File: config.mk
export PLATFORM = sky130hd
export DESIGN_NAME = cpu_seq_ctrl
export DESIGN_NICKNAME = d
export VERILOG_FILES = /design/src/rtl/cpu_seq_ctrl.sv
export SDC_FILE = /design/constraint.sdc
export NUM_CORES = 1
export LEC_CHECK = 0
export CAP_MARGIN = 30
export CORE_MARGIN = 4
export CORE_UTILIZATION = 35
export CTS_CLUSTER_SIZE = 25
export DETAILED_ROUTE_END_ITERATION = 7
export GPL_ROUTABILITY_DRIVEN = 0
export PLACE_DENSITY_LB_ADDON = 0.15
export SLEW_MARGIN = 20
export SYNTH_ARGS = -nofsm -noshare
export SYNTH_HDL_FRONTEND = slang
export SYNTH_SLANG_ARGS = --single-unit
export TNS_END_PERCENT = 30
File: constraint.sdc
create_clock -name clk -period 1.9 [get_ports clk]
set_clock_uncertainty 0.05 [all_clocks]
set_input_delay 0.285 -clock clk [delete_from_list [all_inputs] [get_ports clk]]
set_output_delay 0.285 -clock clk [all_outputs]
set_load 0.01 [all_outputs]
File: src/rtl/cpu_seq_ctrl.sv
// Multi-cycle instruction sequencer for the 16-bit CPU datapath.
// Drives the fetch/decode/operand/execute/write-back strobes and tracks halt, illegal and retired count.
module cpu_seq_ctrl #(
  parameter int          RAM_LAT  = 2,
  parameter int          CNT_W    = 16,
  parameter logic [3:0]  HALT_OPC = 4'hF,
  parameter logic [3:0]  CMP_OPC  = 4'hC
) (
  input  logic             clk,
  input  logic             rst_n,
  input  logic             en,
  input  logic [1:0]       ins_byte,
  input  logic [1:0]       ins_mode,
  input  logic [1:0]       ins_ot,
  input  logic [3:0]       ins_opcode,
  output logic             ins_load,
  output logic             ext_load,
  output logic             pc_inc,
  output logic             ram_rd,
  output logic             op1_load,
  output logic             op2_load,
  output logic             alu_go,
  output logic             reg_load,
  output logic             busy,
  output logic             halted,
  output logic             illegal,
  output logic [3:0]       state,
  output logic [CNT_W-1:0] instr_count
);

  localparam logic [3:0] S_IDLE   = 4'd0;
  localparam logic [3:0] S_FETCH  = 4'd1;
  localparam logic [3:0] S_DECODE = 4'd2;
  localparam logic [3:0] S_EXT    = 4'd3;
  localparam logic [3:0] S_MEMRD  = 4'd4;
  localparam logic [3:0] S_OPLD   = 4'd5;
  localparam logic [3:0] S_EXEC   = 4'd6;
  localparam logic [3:0] S_WB     = 4'd7;
  localparam logic [3:0] S_RETIRE = 4'd8;
  localparam logic [3:0] S_HALT   = 4'd9;

  logic [3:0] next_state;
  logic [3:0] lat_cnt;
  logic [1:0] mode_q;
  logic [1:0] ot_q;
  logic [3:0] opc_q;
  logic       bad_enc;
  logic       illegal_det;
  logic       legal_halt;

  // Any encoding the datapath cannot sequence halts the CPU rather than running garbage.
  assign bad_enc = (ins_mode == 2'b11) ||
                   !((ins_byte == 2'b01) || (ins_byte == 2'b10)) ||
                   ((ins_ot == 2'b11) && (ins_opcode != HALT_OPC)) ||
                   ((ins_mode != 2'b00) && (ins_byte != 2'b10));

  always_comb begin
    next_state  = state;
    illegal_det = 1'b0;
    legal_halt  = 1'b0;
    case (state)
      S_IDLE:   if (en) next_state = S_FETCH;
      S_FETCH:  next_state = S_DECODE;
      S_DECODE: begin
        if (bad_enc) begin
          next_state  = S_HALT;
          illegal_det = 1'b1;
        end else if (ins_ot == 2'b11) begin
          next_state = S_HALT;
          legal_halt = 1'b1;
        end else if (ins_byte == 2'b10) begin
          next_state = S_EXT;
        end else begin
          next_state = S_OPLD;
        end
      end
      S_EXT:    next_state = (mode_q == 2'b10) ? S_MEMRD : S_OPLD;
      S_MEMRD:  if (lat_cnt == 4'd0) next_state = S_OPLD;
      S_OPLD:   next_state = S_EXEC;
      S_EXEC:   next_state = ((ot_q == 2'b01) && (opc_q == CMP_OPC)) ? S_RETIRE : S_WB;
      S_WB:     next_state = S_RETIRE;
      S_RETIRE: next_state = en ? S_FETCH : S_IDLE;
      S_HALT:   next_state = S_HALT;
      default:  next_state = S_IDLE;
    endcase
  end

  // Strobes are decoded from the next state so they flop in step with the state register.
  always_ff @(posedge clk or negedge rst_n) begin
    if (!rst_n) begin
      state    <= S_IDLE;
      ins_load <= 1'b0;
      ext_load <= 1'b0;
      pc_inc   <= 1'b0;
      ram_rd   <= 1'b0;
      op1_load <= 1'b0;
      op2_load <= 1'b0;
      alu_go   <= 1'b0;
      reg_load <= 1'b0;
      busy     <= 1'b0;
      halted   <= 1'b0;
      illegal  <= 1'b0;
    end else begin
      state    <= next_state;
      ins_load <= (next_state == S_FETCH);
      ext_load <= (next_state == S_EXT);
      pc_inc   <= (next_state == S_DECODE) || (next_state == S_EXT);
      ram_rd   <= (next_state == S_MEMRD);
      op1_load <= (next_state == S_OPLD);
      op2_load <= (next_state == S_OPLD);
      alu_go   <= (next_state == S_EXEC);
      reg_load <= (next_state == S_WB);
      busy     <= (next_state != S_IDLE) && (next_state != S_HALT);
      halted   <= halted || (next_state == S_HALT);
      illegal  <= illegal || illegal_det;
    end
  end

  // Later states must not see the splitter change under them, so fields are held from DECODE.
  always_ff @(posedge clk or negedge rst_n) begin
    if (!rst_n) begin
      mode_q <= 2'b00;
      ot_q   <= 2'b00;
      opc_q  <= 4'h0;
    end else if (state == S_DECODE) begin
      mode_q <= ins_mode;
      ot_q   <= ins_ot;
      opc_q  <= ins_opcode;
    end
  end

  always_ff @(posedge clk or negedge rst_n) begin
    if (!rst_n) begin
      lat_cnt <= 4'd0;
    end else if (state == S_EXT) begin
      lat_cnt <= 4'(RAM_LAT - 1);
    end else if ((state == S_MEMRD) && (lat_cnt != 4'd0)) begin
      lat_cnt <= lat_cnt - 4'd1;
    end
  end

  // A legal HALT counts as retired at the moment it is decoded.
  always_ff @(posedge clk or negedge rst_n) begin
    if (!rst_n) begin
      instr_count <= '0;
    end else if ((state == S_RETIRE) || legal_halt) begin
      instr_count <= instr_count + CNT_W'(1);
    end
  end

endmodule

Yosys cells after proc, flatten, opt, wreduce, memory -nomap -nowiden
Cells that the tools add are included.
- multipliers: 0
- reduce and logical (&&, ||, !) cells: 20
- add/sub/neg operators: 2
- divide/modulo/power cells: 0
- shift-type cells: 0
- multiplexer cells: 16
- $lt $le $gt $ge: 0
- eq/ne operators: 27
- bitwise gates (word level): 0
- operators by type and width (cell ; number):
    $pmux 4 s10 ; 1
    $eq 4x3->1 const B ; 8
    $mux 4 ; 7
    $add 16x1->16 const B ; 1
    $eq 4x2->1 const B ; 4
    $eq 4x4->1 const B ; 4
    $eq 2x2->1 const B ; 4
    $eq 4x1->1 const B ; 2
    $logic_not 4->1 ; 2
    $logic_or 1x1->1 ; 8
    $ne 4x4->1 const B ; 2
    $reduce_bool 4->1 ; 2
    $mux 1 ; 7
    $logic_and 1x1->1 ; 5
    $eq 2x1->1 const B ; 2
    $reduce_bool 2->1 ; 2
    $sub 4x1->4 const B ; 1
    $mux 3 ; 1
    $ne 2x2->1 const B ; 1
    $logic_not 1->1 ; 1
- output and inout port bits: 31
- bits in registers: 42
- ROM bits: 0
- memories kept: 0
- latch bits: 0
- word-level logic and storage cells: 81
- RAM bits: 0

Longest topological paths before layout
- depth in word-level cells: 10
- depth in mapped cells: 8
- gate-level depth less buffers: 7

Worst setup path before layout
No wires, ideal clock.
- path type: reg2reg
- start: register state[3]
- end: register instr_count[4]
- library setup time: 0.127 ns
- slack: -0.160 ns
- arrival: 1.883 ns
- stages on the path, launching flop included: 8
- path through: dfrtp_1 -> buf_6 -> nor2_4 -> or4b_4 -> o41ai_4 -> buf_6 -> nand4_1 -> xnor2_1
- longest elaborated chain between the ends: 3
- elaborated cells on any way between the ends: 4
- those cells by class: 2 x eq/ne; 1 x mux; 1 x reduce/logical
- RTL lines (what ; RTL line ; source):
    start: declaration ; 27 ; output logic [3:0] state,
    start signal: assignment ; 104 ; state <= next_state;
    $eq 4x2->1 ; 61 ; case (state)
    $mux 1 ; 61 ;
    $logic_or 1x1->1 (*) ; 146 ; end else if ((state == S_RETIRE) || legal_halt) begin
    end signal: assignment ; 147 ; instr_count <= instr_count + CNT_W'(1);
    end: declaration ; 28 ; output logic [CNT_W-1:0] instr_count
Every way passes the cells marked *; elsewhere a longest branch is shown, timed or not.
A chain may end at the register's enable or synchronous reset.

Worst setup path after layout
- start: register state[3]
- end: register instr_count[1]
The elaborated chain is that of the path after synthesis.

==> results by stage <==
Run status:
- The run finished, with violations left.
- The checks that failed: negative setup slack.

Detailed routing:
- The first detailed-routing pass ran for 4 iterations.
- The DRC violation total after the first TritonRoute iteration is 39.
- The via count normalized by instance count is 5.03.
- In the final routed layout, each cell accounts on average for 14.9 microns.
- The final route contains 1646 vias.
- Summed over all layers, the routed wires come to 4890 microns.
- The count of nets left with antenna violations after detail routing is 0.
- The residual DRC count is 0.

Timing:
- The worst hold-check slack is 0.424 ns.
- The final hold violation count is 0.
- At the pin with the least slew margin, the transition time is 0.407 ns.
- The worst setup slack after layout is -0.137 ns.
- Based on the critical path, the design can be clocked at up to 491 MHz.
- Setup violations remaining at the end of the flow were counted as 16.
- In the finished design, the share of the clock period the worst path needs comes to 1.07.
- The final number of max-transition violations is 0.
- The max-slew headroom at the worst pin is 0.725.
- The post-layout minimum cycle time is 2.04 ns.
- Setup repair after global routing could not meet its margin everywhere.

Global route:
- The number of antenna violations at the first check in global routing is 0.
- Entering global routing, the biggest net connects 43 pins.
- The overall overflow remaining after global route is 0.
- The via count of the first global-routing pass is 1682.
- The met1 layer usage reported by global route is 0.177.
- The busiest layer in global routing is met2.
- The global routing usage on met3 is 0.0405.
- The global-route wire length before repair is 8200 microns.
- The overall fraction of global-route tracks in use is 0.143.
- The met2 capacity usage during global routing is 0.244.

Clock tree:
- The worst-skew pair later-pin latency is 0.30 ns.
- Clock-pin slew was measured on the worst setup and hold paths at 0.09 ns.
- The H-tree was split into 2 levels.
- The cell at the root of the clock tree is clkbuf_8.
- The number of buffers created by CTS is 5.
- The clock passes through at most 2 buffers.
- The sink count of the clock tree is 42.
- The CTS tree is done.

Synth:
- When the netlist entered floorplanning its net count stood at 192.
- Synthesis produced 175 cells.
- The flop and latch count out of synthesis is 42.
- Among all flip-flop cells after synthesis, the most frequent one is dfrtp_1.
- The count of yosys warnings during synthesis is 0.
- Of the synthesized area, sequential elements account for 0.521.
- The distinct cell type count of the synthesized netlist is 42.
- The synthesized area per cell is 11.5 sq um.
- Yosys mapped a number of flops with a built-in enable equal to 0.
- The area of the mapped netlist is 2020 sq um.
- For this run, asynchronously set or reset flops after synthesis account for 1.00.

Floorplanning:
- The initial cell density of the core is 0.364.
- For this design the top-level I/O count stands at 44.
- The horizontal die dimension is 83.9 microns.
- In this run the standard cell core region covers 5540 sq um.
- The full die area is 7040 sq um.
- The die is 83.9 microns tall.
- In this run the core area contains 27 standard-cell rows.

Finish:
- The finished cells cover 2940 sq um.
- The layout net count is 271.
- Summing all multi-input logic gate instances after layout gives 936 sq um.
- After filler insertion, the fill cell instance count of the layout stands at 504.
- The antenna diode instance count is 0.
- The proportion of layout cells with a drive suffix above 1 is 0.298.
- From synthesis to final layout, the design area changed by 45.9%.
- Across the whole layout, storage elements account for 1050 sq um.

Setup path:
- The setup path with the least slack is of type reg2reg.
- STA classifies the critical path endpoint as a register.
- STA classifies the critical path startpoint as a register.
- The data required time of the worst path is 2.04 ns.
- The highest net fanout along the worst path is 16.
- Setup slack on the worst reg-to-reg path comes out at -0.14 ns.
- For the worst setup path, the data arrival time is 2.18 ns.

Placement:
- The wire-length estimate of the detail-placed layout is 3520 microns.
- In this run the cell area measured after placement is 2760 sq um.
- The number of I/O port buffers is 43.

Power and ir drop:
- The largest voltage drop on the vdd net is 467 uV.
- In this run the static leakage power is 0.00127 uW.
- The total power divided by cell area is 1300 nW/um^2.

Job:
- The number of max-capacitance violations reported is 0.

Worst hold path:
- The tightest min-delay check is of the reg2reg type.
## area by class of cell
type / instances / area share
timing repair buffer: 82 / 0.254
tap: 72 / 0.0306
multi-input combinational: 118 / 0.318
sequential: 42 / 0.358
inverter: 5 / 0.00638
clock buffer: 5 / 0.0234
clock inverter: 3 / 0.00851
## metrics by stage
| stage | instances | setup TNS [ns] | setup slack [ns] | total power [uW] | utilization |
|---|---|---|---|---|---|
| final | 327 | -1.15 | -0.137 | 3830 | 0.531 |
| after global routing | 327 | -2.21 | -0.180 | 4090 | 0.531 |
| after CTS | 326 | -1.11 | -0.130 | 3850 | 0.528 |
| after detailed placement | 315 | -8.60 | -0.456 | 3100 | 0.498 |
| after global placement | 315 | -7.10 | -0.432 | 3040 | 0.498 |
| after floorplan | 175 | -1.49 | -0.160 | 2240 | - |
## Yosys cell counts, types with 2 or more instances
cell / instances / area share
buf_2: 4 / 0.0099
o31ai_1: 2 / 0.0074
inv_1: 4 / 0.0074
a21oi_1: 3 / 0.0074
and3_1: 7 / 0.022
nor4b_1: 3 / 0.013
nand3b_1: 3 / 0.011
ha_1: 4 / 0.025
dfrtp_1: 42 / 0.52
a31oi_1: 2 / 0.0062
nand3_1: 4 / 0.0099
mux2_2: 9 / 0.050
nand4_1: 11 / 0.034
clkbuf_1: 3 / 0.0056
xor2_1: 3 / 0.013
nand2b_1: 6 / 0.019
nand2_1: 12 / 0.022
and4_1: 2 / 0.0087
nor2_1: 4 / 0.0074
buf_6: 2 / 0.011
and2_1: 2 / 0.0062
nor3_1: 7 / 0.017
xnor2_1: 14 / 0.061
nor3b_1: 3 / 0.011
o22ai_1: 2 / 0.0062
## final timing paths
path,startpoint,end,depth (start not counted)
hold reg to reg,illegal$_DFF_PN0_,illegal$_DFF_PN0_,1
max in group asynchronous,rst_n,state[2]$_DFF_PN0_,3
min in group asynchronous,rst_n,ext_load$_DFF_PN0_,3
setup reg to reg,state[3]$_DFF_PN0_,instr_count[1]$_DFFE_PN0P_,5
hold / removal,illegal$_DFF_PN0_,illegal$_DFF_PN0_,1
setup / recovery,state[3]$_DFF_PN0_,instr_count[1]$_DFFE_PN0P_,5
## per-layer routing
| metal | wire length, microns | part of all wire |
|---|---|---|
| met1 | 2200 | 0.45 |
| met2 | 2400 | 0.49 |
| met3 | 229 | 0.047 |
| met4 | 52 | 0.011 |
| met5 | 0 | 0 |
## cell families after synthesis
group	after synthesis	share of synthesized area
AO/OA/AOI/OAI	17	0.0745
buffers and inverters	15	0.0397
flip-flops	42	0.521
AND/OR/NAND/NOR	70	0.210
XOR/XNOR	17	0.0739
adder cells (fa/ha/maj)	4	0.0248
multiplexers	10	0.0552
## what timing repair did
item,in CTS,in global routing
endpoints found under the setup margin,33,23
setup buffers,2,1
hold buffers,1,0
pin swaps,11,2
endpoints found under the hold margin,42,0
gates resized for setup,11,4
## where the power goes
group	switching, uW	internal, uW
registers	232	1160
logic	779	1050
clock network	337	265
## state kept, by name, summed over array words and instances (netlist names), 2 cells and up
| signal | count |
|---|---|
| instr_count | 16 |
| lat_cnt | 4 |
| mode_q | 2 |
| opc_q | 4 |
| ot_q | 2 |
| state | 4 |
## cells in the final DEF, fill, tap and decap left out, types with 3 or more instances in the layout
cell	Yosys	layout
and3_1	7	6
nor2_1	4	4
xor2_1	3	3
nand2_1	12	11
buf_4	1	36
nand2b_1	6	6
xnor2_1	14	14
nand3_1	4	4
nand3b_1	3	3
inv_1	4	4
ha_1	4	4
nand4_1	11	11
clkbuf_8	0	5
mux2_2	9	9
dfrtp_1	42	40
clkdlybuf4s50_1	0	41
nor3_1	7	5
## critical path, stage by stage, from the launching register on
cell and delay, ns:
dfrtp_2 0.46, buf_4 0.17, or4b_2 0.64, o41ai_4 0.09, buf_12 0.18, mux2_2 0.33
(Power assumes the default switching activity.)
